[config.mk]
export PLATFORM = sky130hd
export DESIGN_NAME = cycle_interval_meter_flat
export DESIGN_NICKNAME = d
export VERILOG_FILES = /design/src/rtl/cycle_interval_meter_pkg.sv /design/src/rtl/cycle_interval_meter_if.sv /design/src/rtl/cycle_interval_meter_sat_up_counter.sv /design/src/rtl/cycle_interval_meter.sv /design/src/flat_wrapper.sv
export SDC_FILE = /design/constraint.sdc
export NUM_CORES = 1
export LEC_CHECK = 0
export ABC_AREA = 1
export CAP_MARGIN = 10
export CORE_MARGIN = 5
export CORE_UTILIZATION = 47
export CTS_CLUSTER_DIAMETER = 150
export DETAILED_ROUTE_END_ITERATION = 12
export GPL_TIMING_DRIVEN = 0
export PLACE_DENSITY = 0.76
export SYNTH_ARGS = -nofsm -noshare
export SYNTH_HDL_FRONTEND = slang
export SYNTH_HIERARCHICAL = 1
export SYNTH_SLANG_ARGS = --single-unit
[constraint.sdc]
create_clock -name clock -period 6.1 [get_ports clock]
set_clock_uncertainty 0.05 [all_clocks]
set_input_delay 0.61 -clock clock [delete_from_list [all_inputs] [get_ports clock]]
set_output_delay 0.61 -clock clock [all_outputs]
set_load 0.01 [all_outputs]
[src/rtl/cycle_interval_meter_pkg.sv]
// Shared types for the cycle interval meter: FSM state encoding and default width.
package cycle_meter_pkg;

  typedef enum logic [1:0] {
    IDLE = 2'd0,
    RUN  = 2'd1,
    DONE = 2'd2
  } meter_state_t;

  localparam int DEFAULT_BIT_WIDTH = 16;

endpackage

[src/rtl/cycle_interval_meter_if.sv]
// Control, result handshake and status bundle of the cycle interval meter.
interface cycle_interval_meter_if #(
  parameter int BIT_WIDTH = 16
);
  logic                 enable;
  logic                 clear;
  logic                 start;
  logic                 stop;
  logic [BIT_WIDTH-1:0] timeout_limit;
  logic [BIT_WIDTH-1:0] result_count;
  logic                 result_overflow;
  logic                 result_timeout;
  logic                 result_valid;
  logic                 result_ready;
  logic                 busy;
  logic                 missed_start;

  modport master (
    output enable, clear, start, stop, timeout_limit, result_ready,
    input  result_count, result_overflow, result_timeout, result_valid, busy, missed_start
  );

  modport slave (
    input  enable, clear, start, stop, timeout_limit, result_ready,
    output result_count, result_overflow, result_timeout, result_valid, busy, missed_start
  );
endinterface

[src/rtl/cycle_interval_meter_sat_up_counter.sv]
// Saturating up-counter: load to 1, increment, sticks at all-ones and flags it.
module sat_up_counter #(
  parameter int BIT_WIDTH = 16
) (
  input  logic                 clock,
  input  logic                 reset_n,
  input  logic                 i_clear,
  input  logic                 i_load,
  input  logic                 i_inc,
  output logic [BIT_WIDTH-1:0] o_count,
  output logic                 o_at_max
);
  logic [BIT_WIDTH-1:0] r_count;

  always_ff @(posedge clock or negedge reset_n) begin
    if (!reset_n) begin
      r_count <= '0;
    end else if (i_clear) begin
      r_count <= '0;
    end else if (i_load) begin
      r_count <= BIT_WIDTH'(1);
    end else if (i_inc && !o_at_max) begin
      r_count <= r_count + 1'b1;
    end
  end

  assign o_at_max = &r_count;
  assign o_count  = r_count;
endmodule

[src/rtl/cycle_interval_meter.sv]
// Counts enabled cycles from start to stop (or timeout) and offers the result on a
// valid/ready port; the result is held until accepted and a new run may start on acceptance.
module cycle_interval_meter
  import cycle_meter_pkg::*;
#(
  parameter int BIT_WIDTH = DEFAULT_BIT_WIDTH
) (
  input  logic                  clock,
  input  logic                  reset_n,
  cycle_interval_meter_if.slave meter
);
  typedef struct packed {
    logic [BIT_WIDTH-1:0] count;
    logic                 overflow;
    logic                 timeout;
  } meter_result_t;

  meter_state_t         r_state, w_next;
  meter_result_t        r_result, w_result;
  logic [BIT_WIDTH-1:0] r_limit, w_count;
  logic                 r_valid, r_busy, r_missed;
  logic                 w_at_max, w_load, w_inc, w_missed, w_handshake, w_idle_act;

  sat_up_counter #(.BIT_WIDTH(BIT_WIDTH)) u_counter (
    .clock    (clock),
    .reset_n  (reset_n),
    .i_clear  (meter.clear),
    .i_load   (w_load),
    .i_inc    (w_inc),
    .o_count  (w_count),
    .o_at_max (w_at_max)
  );

  // The handshake is deliberately not gated by enable.
  assign w_handshake = r_valid & meter.result_ready;

  always_comb begin
    w_next     = r_state;
    w_result   = r_result;
    w_load     = 1'b0;
    w_inc      = 1'b0;
    w_missed   = 1'b0;
    w_idle_act = 1'b0;
    if (meter.clear) begin
      w_next = IDLE;
    end else begin
      case (r_state)
        IDLE: w_idle_act = meter.enable;
        RUN: if (meter.enable) begin
          if (meter.stop) begin
            w_next   = DONE;
            w_result = '{count: w_count, overflow: w_at_max, timeout: 1'b0};
            w_missed = meter.start;
          end else if (r_limit != '0 && w_count == r_limit) begin
            w_next   = DONE;
            w_result = '{count: r_limit, overflow: w_at_max, timeout: 1'b1};
          end else begin
            w_inc = 1'b1;
          end
        end
        DONE: begin
          if (w_handshake) begin
            w_next     = IDLE;
            w_idle_act = meter.enable;
          end else begin
            w_missed = meter.enable & meter.start;
          end
        end
        default: w_next = IDLE;
      endcase
      // Accepting a result behaves like IDLE in the same cycle, so runs can go back to back.
      if (w_idle_act) begin
        if (meter.start && meter.stop) begin
          w_next   = DONE;
          w_result = '0;
        end else if (meter.start) begin
          w_next = RUN;
          w_load = 1'b1;
        end
      end
    end
  end

  always_ff @(posedge clock or negedge reset_n) begin
    if (!reset_n) begin
      r_state  <= IDLE;
      r_result <= '0;
      r_limit  <= '0;
      r_valid  <= 1'b0;
      r_busy   <= 1'b0;
      r_missed <= 1'b0;
    end else begin
      r_state  <= w_next;
      r_result <= meter.clear ? '0 : w_result;
      r_limit  <= meter.clear ? '0 : (w_load ? meter.timeout_limit : r_limit);
      r_valid  <= (w_next == DONE);
      r_busy   <= (w_next == RUN);
      r_missed <= w_missed;
    end
  end

  assign meter.result_count    = r_result.count;
  assign meter.result_overflow = r_result.overflow;
  assign meter.result_timeout  = r_result.timeout;
  assign meter.result_valid    = r_valid;
  assign meter.busy            = r_busy;
  assign meter.missed_start    = r_missed;
endmodule
[src/flat_wrapper.sv]
// flat-port wrapper written by rule: the top's interface ports become plain ports
module cycle_interval_meter_flat import cycle_meter_pkg::*;
#(
  parameter int BIT_WIDTH = DEFAULT_BIT_WIDTH
)
  (clock, reset_n, meter_enable, meter_clear, meter_start, meter_stop, meter_timeout_limit, meter_result_ready, meter_result_count, meter_result_overflow, meter_result_timeout, meter_result_valid, meter_busy, meter_missed_start);
  cycle_interval_meter_if #(.BIT_WIDTH(BIT_WIDTH)) meter_i ();
  input  logic clock;
  input  logic reset_n;
  input wire logic [$bits(meter_i.enable)-1:0] meter_enable;
  input wire logic [$bits(meter_i.clear)-1:0] meter_clear;
  input wire logic [$bits(meter_i.start)-1:0] meter_start;
  input wire logic [$bits(meter_i.stop)-1:0] meter_stop;
  input wire logic [$bits(meter_i.timeout_limit)-1:0] meter_timeout_limit;
  input wire logic [$bits(meter_i.result_ready)-1:0] meter_result_ready;
  output wire logic [$bits(meter_i.result_count)-1:0] meter_result_count;
  output wire logic [$bits(meter_i.result_overflow)-1:0] meter_result_overflow;
  output wire logic [$bits(meter_i.result_timeout)-1:0] meter_result_timeout;
  output wire logic [$bits(meter_i.result_valid)-1:0] meter_result_valid;
  output wire logic [$bits(meter_i.busy)-1:0] meter_busy;
  output wire logic [$bits(meter_i.missed_start)-1:0] meter_missed_start;
  assign meter_i.enable = meter_enable;
  assign meter_i.clear = meter_clear;
  assign meter_i.start = meter_start;
  assign meter_i.stop = meter_stop;
  assign meter_i.timeout_limit = meter_timeout_limit;
  assign meter_i.result_ready = meter_result_ready;
  assign meter_result_count = meter_i.result_count;
  assign meter_result_overflow = meter_i.result_overflow;
  assign meter_result_timeout = meter_i.result_timeout;
  assign meter_result_valid = meter_i.result_valid;
  assign meter_busy = meter_i.busy;
  assign meter_missed_start = meter_i.missed_start;
  cycle_interval_meter #(.BIT_WIDTH(BIT_WIDTH)) u_core (.clock(clock), .reset_n(reset_n), .meter(meter_i));
endmodule
==> impl_metrics.toml <==
[status]
status = "complete, no violations"

[global_route]
grt_max_degree = 40
grt-ovfl-total = 0
grt_pass1_wl_mm = 15.9
antenna_found_initial = 0
grt_pass1_vias = 3334
grtUsageTotal_pct = 20.2

[routing]
drc = 0
num_vias = 3458
ant_nets = 0
via_per_inst = 5.26
drt_wl_total_mm = 9.34
first_pass_iters = 5
drt_iter0_drc = 190
detail_route.wl_per_cell_um = 14.2

[setup_path]
r2r-start = "u_core/r_state[0]"
ff2ff_setup_slack_ps = 3440
r2r-end = "u_core/u_counter/o_count[4]"
crit_required_ps = 6250
critPathArrivalTime_ps = 2920
path_buf_inv = 3
worstRegToRegCells = 11
max_stage_delay_ps = 530
worst-setup-path-type = "in2reg"
path_cells = "clkdlybuf4s50_1 -> nand2_1 -> o21ai_1 -> nand3_1 -> nor2_2 -> buf_2 -> nor2_1 -> buf_2 -> nand2_1 -> o21ai_0"
crit_fanout = 11
cp-start-kind = "primary input"
cp_slowest_cell = "clkdlybuf4s50_1"
crit_path_end_kind = "register"
path_delay_family = "buffers and inverters"

[placed_design]
hpwl_mm = 6.97
dp_slack_ps = 3010
gp_congestion = 0.920
placedInstanceArea_um2 = 4130
numPortBuffers = 42

[sta]
min_period_ps = 2770
finalMaxSlewViolations = 0
setup_viol = 0
setup_ws_ps = 3330
fin_crit_sh_pct = 45.5
hold_viol = 0
rsz0062_at_grt = "no"
max_freq_ghz = 0.361
worstMarginPinSlew_ps = 573
fin_setup_tns_ps = 0
relSlewSlack_pct = 61.8

[clock_tree]
cts_setup_buffers = 0
htree_levels = 2
ctsRootBufferMaster = "clkbuf_8"
cts_made_buffers = 5
cts_resized = 0
clock_sinks = 55
cts_tree = "done"
postCtsHoldBufs = 0
path_clk_slew_ps = 110
cts_max_path_buffers = 2
clk_latency_ps = 310

[finish]
nFillCells = 668
final_common_cell = "nand2_1"
seqCellArea_um2 = 1380
syn2layout_area_growth_pct = 18.1
final_cell_mix = "nand2_1 (202), dfrtp_1 (55), inv_1 (50)"
multi_input_area_um2 = 1860
drive_gt1_share_pct = 13.3
utilization_pct = 57.5
final_area_um2 = 4210
diodes = 0
nNetsFinal = 585

[synth]
synth_xor_area_share_pct = 0.246
synth-edff-count = 0
synth_area_um2 = 3570
synthCells = 507
synth_fa_ha_area_share_pct = 1.75
synth_compound_area_share_pct = 16.2
synth_flop_cell = "dfrtp_1"
yosys.cell_types.count = 28
ys_seq_area_share_pct = 38.6
synth_top_family_by_area = "simple AND/OR/NAND/NOR gates"
synth-simple-area-share_pct = 34.1
synth.mux.area_fraction_pct = 0
synth-seq-cells = 55
netlist.area_leader.share_pct = 38.6
synthesis.nets = 535
synth.avg_cell_area_um2 = 7.03
synthArstFlopShare_pct = 100
ys_warn_count = 6
synth_top_area_cell = "dfrtp_1"
yosys-top-cells-area = "dfrtp_1 (39%), nand2_1 (21%), inv_1 (5.3%)"

[flow_run]
maxCapViolations = 0

[power_and_ir_drop]
combPwrFrac_pct = 21.6
p_int_uw = 515
p_sw_share_pct = 32.0
p_leak_nw = 1.90
power_switching_uw = 242
ir_drop_mv = 0.0943
p_seq_share_pct = 50.5
powerDensity_nw_per_um2 = 180
p_clk_share_pct = 27.9

[die]
die_area_um2 = 9430
core_area_um2 = 7330
num_rows = 31
io_pins = 44
start_util_pct = 48.6
fp.dieW_um = 97.1
die_y_um = 97.1

[min_path]
hold_path_class = "in2async"
[power by group through the flow]
stage               Combinational, mW  Clock [mW]  Sequential [mW]
global route                    0.179       0.234            0.384
finish                          0.163       0.211            0.382
floorplan                       0.101           0            0.389
detailed placement              0.162           0            0.389
global placement                0.158           0            0.389
CTS                             0.163       0.219            0.382
[cells by family (layout without fill, tap and decap cells)]
family | count (synthesis) | count (layout)
compound gates | 83 | 83
xor+xnor | 1 | 1
fa+ha+maj | 5 | 5
buf+inv | 78 | 129
flops | 55 | 55
simple gates | 285 | 285
[Yosys cell counts (all sizes together), types with 2 or more instances]
cell type,count
o21ai,28
inv,63
dfrtp,55
clkbuf,5
buf,10
o211ai,15
nand2,205
ha,5
nor2,46
nand4,16
nand3,15
nor3,2
a21oi,38
[layout make-up]
type	count	area share, %
buffer	15	2.14
tap	99	2.94
inverter	63	5.61
clock buffer	5	1.63
sequential	55	32.7
multi-input combinational	374	44.2
clock inverter	3	0.446
timing repair buffer	43	10.3
[flip-flops by register name, indices dropped and copies added, names as in the netlist]
signal / flops
u_core/meter.result_overflow: 1
u_core/u_counter/o_count: 16
u_core/meter.busy: 1
u_core/meter.result_count: 16
u_core/r_limit: 16
u_core/meter.missed_start: 1
u_core/meter.result_timeout: 1
u_core/r_state: 2
u_core/meter.result_valid: 1
[per-layer routing]
| metal | vias up | routed length [µm] | GRT usage [%] |
|---|---|---|---|
| met4 | 0 | 184 | 7.02 |
| met5 | - | 0 | 0 |
| met2 | 100 | 4450 | 32.6 |
| met1 | 1635 | 4260 | 27.3 |
| met3 | 13 | 449 | 3.45 |
| li1 | 1710 | - | - |
[per-stage QoR]
step / total power [mW] / instances / hold slack [ps]
floorplan: 0.490 / 507 / 264
global placement: 0.547 / 648 / 477
detailed placement: 0.552 / 649 / 463
CTS: 0.764 / 657 / 169
global route: 0.798 / 657 / 184
finish: 0.757 / 657 / 157
[how the worst max path moves through the flow]
stage,cells after the start,from,to
4_1_cts,10,meter_enable,u_core/u_counter/o_count[4]
2_1_floorplan,11,meter_stop,u_core/u_counter/o_count[13]
5_1_grt,10,meter_enable,u_core/u_counter/o_count[8]
3_5_place_dp,10,meter_enable,u_core/u_counter/o_count[4]
3_3_place_gp,1,reset_n,u_core/meter.result_valid
6_report,10,meter_enable,u_core/u_counter/o_count[4]
No activity file was read; power rests on OpenSTA's default activity.
==> RTL change 1 (config.mk and constraints unchanged) <==
Make the reset (`reset_n`) synchronous in 2 clocked blocks.
--- a/src/rtl/cycle_interval_meter_sat_up_counter.sv
+++ b/src/rtl/cycle_interval_meter_sat_up_counter.sv
@@ -12,7 +12,7 @@
 );
   logic [BIT_WIDTH-1:0] r_count;
 
-  always_ff @(posedge clock or negedge reset_n) begin
+  always_ff @(posedge clock) begin
     if (!reset_n) begin
       r_count <= '0;
     end else if (i_clear) begin
--- a/src/rtl/cycle_interval_meter.sv
+++ b/src/rtl/cycle_interval_meter.sv
@@ -81,7 +81,7 @@
     end
   end
 
-  always_ff @(posedge clock or negedge reset_n) begin
+  always_ff @(posedge clock) begin
     if (!reset_n) begin
       r_state  <= IDLE;
       r_result <= '0;
Behaviour: differs if reset_n is asserted again (counterexample within 4 cycles, from zero or initial values and one cycle with reset_n low); with reset_n held inactive, the same outputs for 4 cycles.
==> RTL change 1 against the unedited design <==
Area after synthesis shrank 9.2%. Utilization shrank 0.21 points. Wire length shrank 11%. Die area shrank 8.3%. Sequential cell count unchanged. Worst setup slack lost 0.029 ns. Total power fell by 12%. Critical path depth is 1 lower. Final area decreased by 8.2%. Synthesized cell count is 3.7% lower. Final cell count is 5.8% lower. Combinational power shrank 50%. Largest cell class unchanged.
==> RTL change 1: results (changes against the unedited design) <==
| Metric | Value |
|---|---|
| Final non-clock buffer share | `12.97% (+0.49 points)` |
| Layout cell share with drive strength beyond 1 | `10.95% (-2.3 points)` |
| Data arrival, critical path | `2.98 ns (+0.06 ns)` |
| Clock root buffer | `clkbuf_8` |
| Invs w/o clock | `58 (-7.9%)` |
| First-pass GRT wire length | `13930 µm (-12%)` |
| Clk cell area share | `2.587% (+0.51 points)` |
| Synth top area cells | `dfxtp_1, nand2_1, nor2_1` |
| Routability cong. | `0.8877 (-3.5%)` |
| Clock buffer count | `8 (+3)` |
| Initial antenna violation count | `0 (unchanged)` |
| Max Fanout on Critical Path | `10 (-1)` |
| Final Net Count | `566 (-3.2%)` |
| Signal buffers | `56 (-3.4%)` |
| Hpwl dp | `6442 µm (-7.6%)` |
| Pin count of the biggest net entering global routing | `16 (-60%)` |
| Post-Syn Nets | `516 (-3.6%)` |
| Fin cells | `619 (-5.8%)` |
| Post-Syn Instances | `488 (-3.7%)` |
| Gr usage total | `20.04% (-0.16 points)` |
| Min Hold Slack | `0.4567 ns (+0.2998 ns)` |
| Power Internal | `498.4 µW (-3.2%)` |
| Top cells by instance count after synthesis | `nand2_1, nor2_1, dfxtp_1, inv_1, a21oi_1` |
| Worst-path clk slew | `0.11 ns (about the same)` |
| Reg2reg start | `u_core/r_state[1]` |
| Commonest register cell after synthesis | `dfxtp_1` |
| Static Leak | `1.533 nW (-20%)` |
| Ant. Diodes | `0 (unchanged)` |
| DRT iter0 DRCs | `220 (+16%)` |
| Filler Cell Count | `634 (-5.1%)` |
| Post-synth cell types | `35 (+25%)` |
| Num CTS Buffers | `5 (unchanged)` |
| Placed Cells incl. Taps | `611 (-5.9%)` |
| Reg2reg path depth | `10 (-1)` |
| HP Class | `register to register` |
| Register-to-Register Setup Slack | `3.53 ns (+0.09 ns)` |
| Status | `finished clean` |
| Crit path max-delay cell type | `nor3_1` |
| Area Growth Syn to Fin | `19.47%` |
| Post-DP Area | `3769 µm² (-8.6%)` |
| Sequential area share after synthesis | `34.00% (-4.6 points)` |
| Worst slack, placed | `3.002 ns (-0.01039 ns)` |
| Post-synth ARST share | `0% (-100 points)` |
| Register Area | `1101 µm² (-20%)` |
| Hold Path Depth | `2` |
| Worst hold path endpoint | `u_core/r_limit[11]` |
| Total number of vias | `3201 (-7.4%)` |
| Syn Area/Cell | `6.635 µm² (-5.7%)` |
| Post-Route WL | `8302 µm (-11%)` |
| Peak supply drop | `0.08748 mV (-7.2%)` |
| Multi-input gate count | `362 (-3.2%)` |
| Vias in the first global route | `2959 (-11%)` |
| Worst-case clock buffer depth | `2 (unchanged)` |
| I/O Buffers | `43 (+2.4%)` |
| Multi-input combinational area share | `47.70% (+3.5 points)` |
| Worst-Margin Slew | `0.5641 ns (-0.008648 ns)` |
| Capturing point of the worst reg2reg path | `u_core/u_counter/o_count[4]` |
| Post-layout util | `57.26% (-0.21 points)` |
| CTS resizes | `0 (unchanged)` |
| CP peak stage delay | `0.55 ns (+0.02 ns)` |
RTL change 1: changes by cell type after synthesis, sizes merged, moves of 4 or more:
cell    unedited run  this run
a22oi              0        17
xnor2              0         6
nand4             16         1
nor2              46        77
o211ai            15         0
dfrtp             55         0
nand3             15        31
xor2               1         5
o21ai             28        16
inv               63        58
dfxtp              0        55
nand2            205       156
RTL change 1: worst max-delay path by stage:
stage                  from                            to  slack (ns)  cells past startpoint
3_3_place_gp   meter_enable  u_core/u_counter/o_count[13]        3.03                     10
3_5_place_dp   meter_enable  u_core/u_counter/o_count[13]        3.00                     10
5_1_grt        meter_enable   u_core/u_counter/o_count[4]        3.18                      9
2_1_floorplan  meter_enable  u_core/u_counter/o_count[13]        3.99                      9
4_1_cts        meter_enable   u_core/u_counter/o_count[4]        3.35                      9
6_report       meter_enable   u_core/u_counter/o_count[4]        3.30                      9
RTL change 1: per-layer routing:
metal / up-vias / part of all wire, % / track usage [%]
met4: 0 / 1.3 / 5.128
met5: - / 0 / 0
met3: 10 / 4.7 / 3.138
met2: 79 / 48 / 34.43
met1: 1467 / 46 / 26.22
li1: 1645 / - / -
RTL change 1: tightest hold or removal path, stage by stage, from the launching register on:
cell and delay [ns]:
dfxtp_1 0.36, inv_2 0.06, a21oi_1 0.05
RTL change 1: cells by family after synthesis:
family | Yosys count | synth area share [%]
xor+xnor | 11 | 2.975
compound gates | 74 | 13.52
flops | 55 | 34.00
buf+inv | 71 | 9.003
fa+ha+maj | 5 | 1.932
simple gates | 272 | 38.56
RTL change 1: power groups by stage:
stage                     logic (mW)  clock network (mW)  registers [mW]
after global placement        0.0814                   0           0.372
after global routing          0.0905               0.240           0.364
after floorplan               0.0514                   0           0.372
after CTS                     0.0823               0.229           0.364
after detailed placement      0.0818                   0           0.372
final                         0.0823               0.224           0.364
==> RTL change 2 (same flow settings) <==
Made on the original files. `DEFAULT_BIT_WIDTH`: 16 -> 32.
--- a/src/rtl/cycle_interval_meter_pkg.sv
+++ b/src/rtl/cycle_interval_meter_pkg.sv
@@ -7,7 +7,7 @@
     DONE = 2'd2
   } meter_state_t;
 
-  localparam int DEFAULT_BIT_WIDTH = 16;
+  localparam int DEFAULT_BIT_WIDTH = 32;
 
 endpackage
 
Interface: changed (resized meter_result_count and meter_timeout_limit); port bits go from 44 to 76. No check against the original RTL was run, so the function may have changed too.
==> RTL change 2 against the unedited design <==
Critical path depth is 1 lower. Total power grew 110%. Sequential cell count up 48. Clock power rose to 3.0 times the old value. Final cell count rose by 80%. Wire length increased by 97%. Die area increased by 73%. Worst setup slack got worse by 0.31 ns. Final area increased by 86%. Area after synthesis is 82% higher. Maximum frequency fell by 10%. Register-to-register slack worse by 0.24 ns.
==> RTL change 2: results (changes against the unedited design) <==
| Metric | Value |
|---|---|
| Status | `finished clean` |
| Placed Cells incl. Taps | `1169 (+80%)` |
| Clk Latency, worst-skew pair | `0.35 ns (+0.04 ns)` |
| Wire per inst | `15.52 µm (+9.2%)` |
| Post-Syn Instances | `913 (+80%)` |
| CP top delay family | `buffers and inverters` |
| Num CTS Buffers | `9 (+4)` |
| Post-synth ARST share | `100.0% (unchanged)` |
| Clock buffer count | `10 (+5)` |
| Peak supply drop | `0.1146 mV (+22%)` |
| Signal buffers | `113 (+95%)` |
| Worst-Margin Slew | `0.8209 ns (+0.2482 ns)` |
| Clk cell area share | `4.129% (+2.1 points)` |
| Synth Area in XOR/XNOR | `3.776% (+3.5 points)` |
| Post-Route WL | `18400 µm (+97%)` |
| Routability cong. | `0.9109 (-0.99%)` |
| H-tree depth | `3 (+1)` |
| Filler Cell Count | `1302 (+95%)` |
| Register Area | `2577 µm² (+87%)` |
| Final non-clock buffer share | `12.63% (+0.15 points)` |
| Min Hold Slack | `0.1789 ns (+0.02197 ns)` |
| CP peak stage delay | `0.65 ns (+0.12 ns)` |
| Data arrival, critical path | `3.31 ns (+0.39 ns)` |
| Static Leak | `3.334 nW (+75%)` |
| Post-synth cell types | `32 (+14%)` |
| Horiz. Die Dim | `127.5 µm (+31%)` |
| Post-DP Area | `7495 µm² (+82%)` |
| Worst slack, placed | `2.766 ns (-0.2460 ns)` |
| Post-Syn Nets | `957 (+79%)` |
| Grt met2 use | `38.09% (+5.5 points)` |
| Synth Area in Compound Gates | `15.47% (-0.70 points)` |
| First-pass GRT wire length | `30480 µm (+92%)` |
| Avg Vias per Cell | `5.251 (-0.22%)` |
| Layout cell share with drive strength beyond 1 | `9.552% (-3.7 points)` |
| DR pass1 iterations | `5 (unchanged)` |
| Sequential area share after synthesis | `39.69% (+1.1 points)` |
| Gr usage total | `23.35% (+3.1 points)` |
| Capturing point of the worst reg2reg path | `u_core/u_counter/o_count[3]` |
| Synth top area cells | `dfrtp_1, nand2_1, o211ai_2` |
| Top cells by instance count after synthesis | `nand2_1, dfrtp_1, nor2_1, inv_1, nand3_1` |
| Hpwl dp | `13940 µm (+100%)` |
| GRT met1 Usage | `32.22% (+4.9 points)` |
| Post-layout util | `56.98% (-0.49 points)` |
| Vias in the first global route | `6082 (+82%)` |
| #FFs+latches synth | `103 (+87%)` |
| Worst-path clk slew | `0.07 ns (-0.04 ns)` |
| Area of the multi-input gates | `3371 µm² (+81%)` |
| GR Util met3 | `2.801% (-0.64 points)` |
| Initial antenna violation count | `0 (unchanged)` |
| Minimum clock period | `3.083 ns (+0.3102 ns)` |
| Pin count of the biggest net entering global routing | `67 (+68%)` |
| Post-Synth Adder-Cell Area | `0.9634% (-0.79 points)` |
| HP Class | `input pin to async pin` |
| Crit path max-delay cell type | `nor2_1` |
| Critical path origin | `meter_stop` |
| Invs w/o clock | `89 (+41%)` |
| DRT iter0 DRCs | `518 (+170%)` |
| Portion of netlist area occupied by mux cells | `0% (unchanged)` |
-- RTL change 2: changes by cell type in the layout (fill, tap and decap cells not counted), sizes merged, moves of 10 or more --
cell	before	now
clkbuf	10	30
nand2	205	325
o21ai	28	64
nor2	46	106
xnor2	0	21
o211ai	15	33
clkdlybuf4s50	41	74
a21oi	38	48
dfrtp	55	103
nand4	16	3
inv	64	89
nand3	15	53
-- RTL change 2: metal layers --
metal  wire [µm]  up-vias
met1        8095     2891
met3        1232       32
met5           0        -
li1            -     3084
met2        8665      216
met4         403        0
-- RTL change 2: kinds of logic (layout without fill, tap and decap cells) --
logic type,Yosys count,after routing
flip-flops,103,103
adder cells (fa/ha/maj),5,5
buffers and inverters,126,218
AO/OA/AOI/OAI,152,152
AND/OR/NAND/NOR,499,499
XOR/XNOR,28,28
-- RTL change 2: where the power goes --
group | total [mW] | internal (mW) | switching, mW
logic | 0.257 | 0.0962 | 0.161
registers | 0.711 | 0.697 | 0.0135
clock network | 0.632 | 0.370 | 0.263
total | 1.60 | 1.16 | 0.437
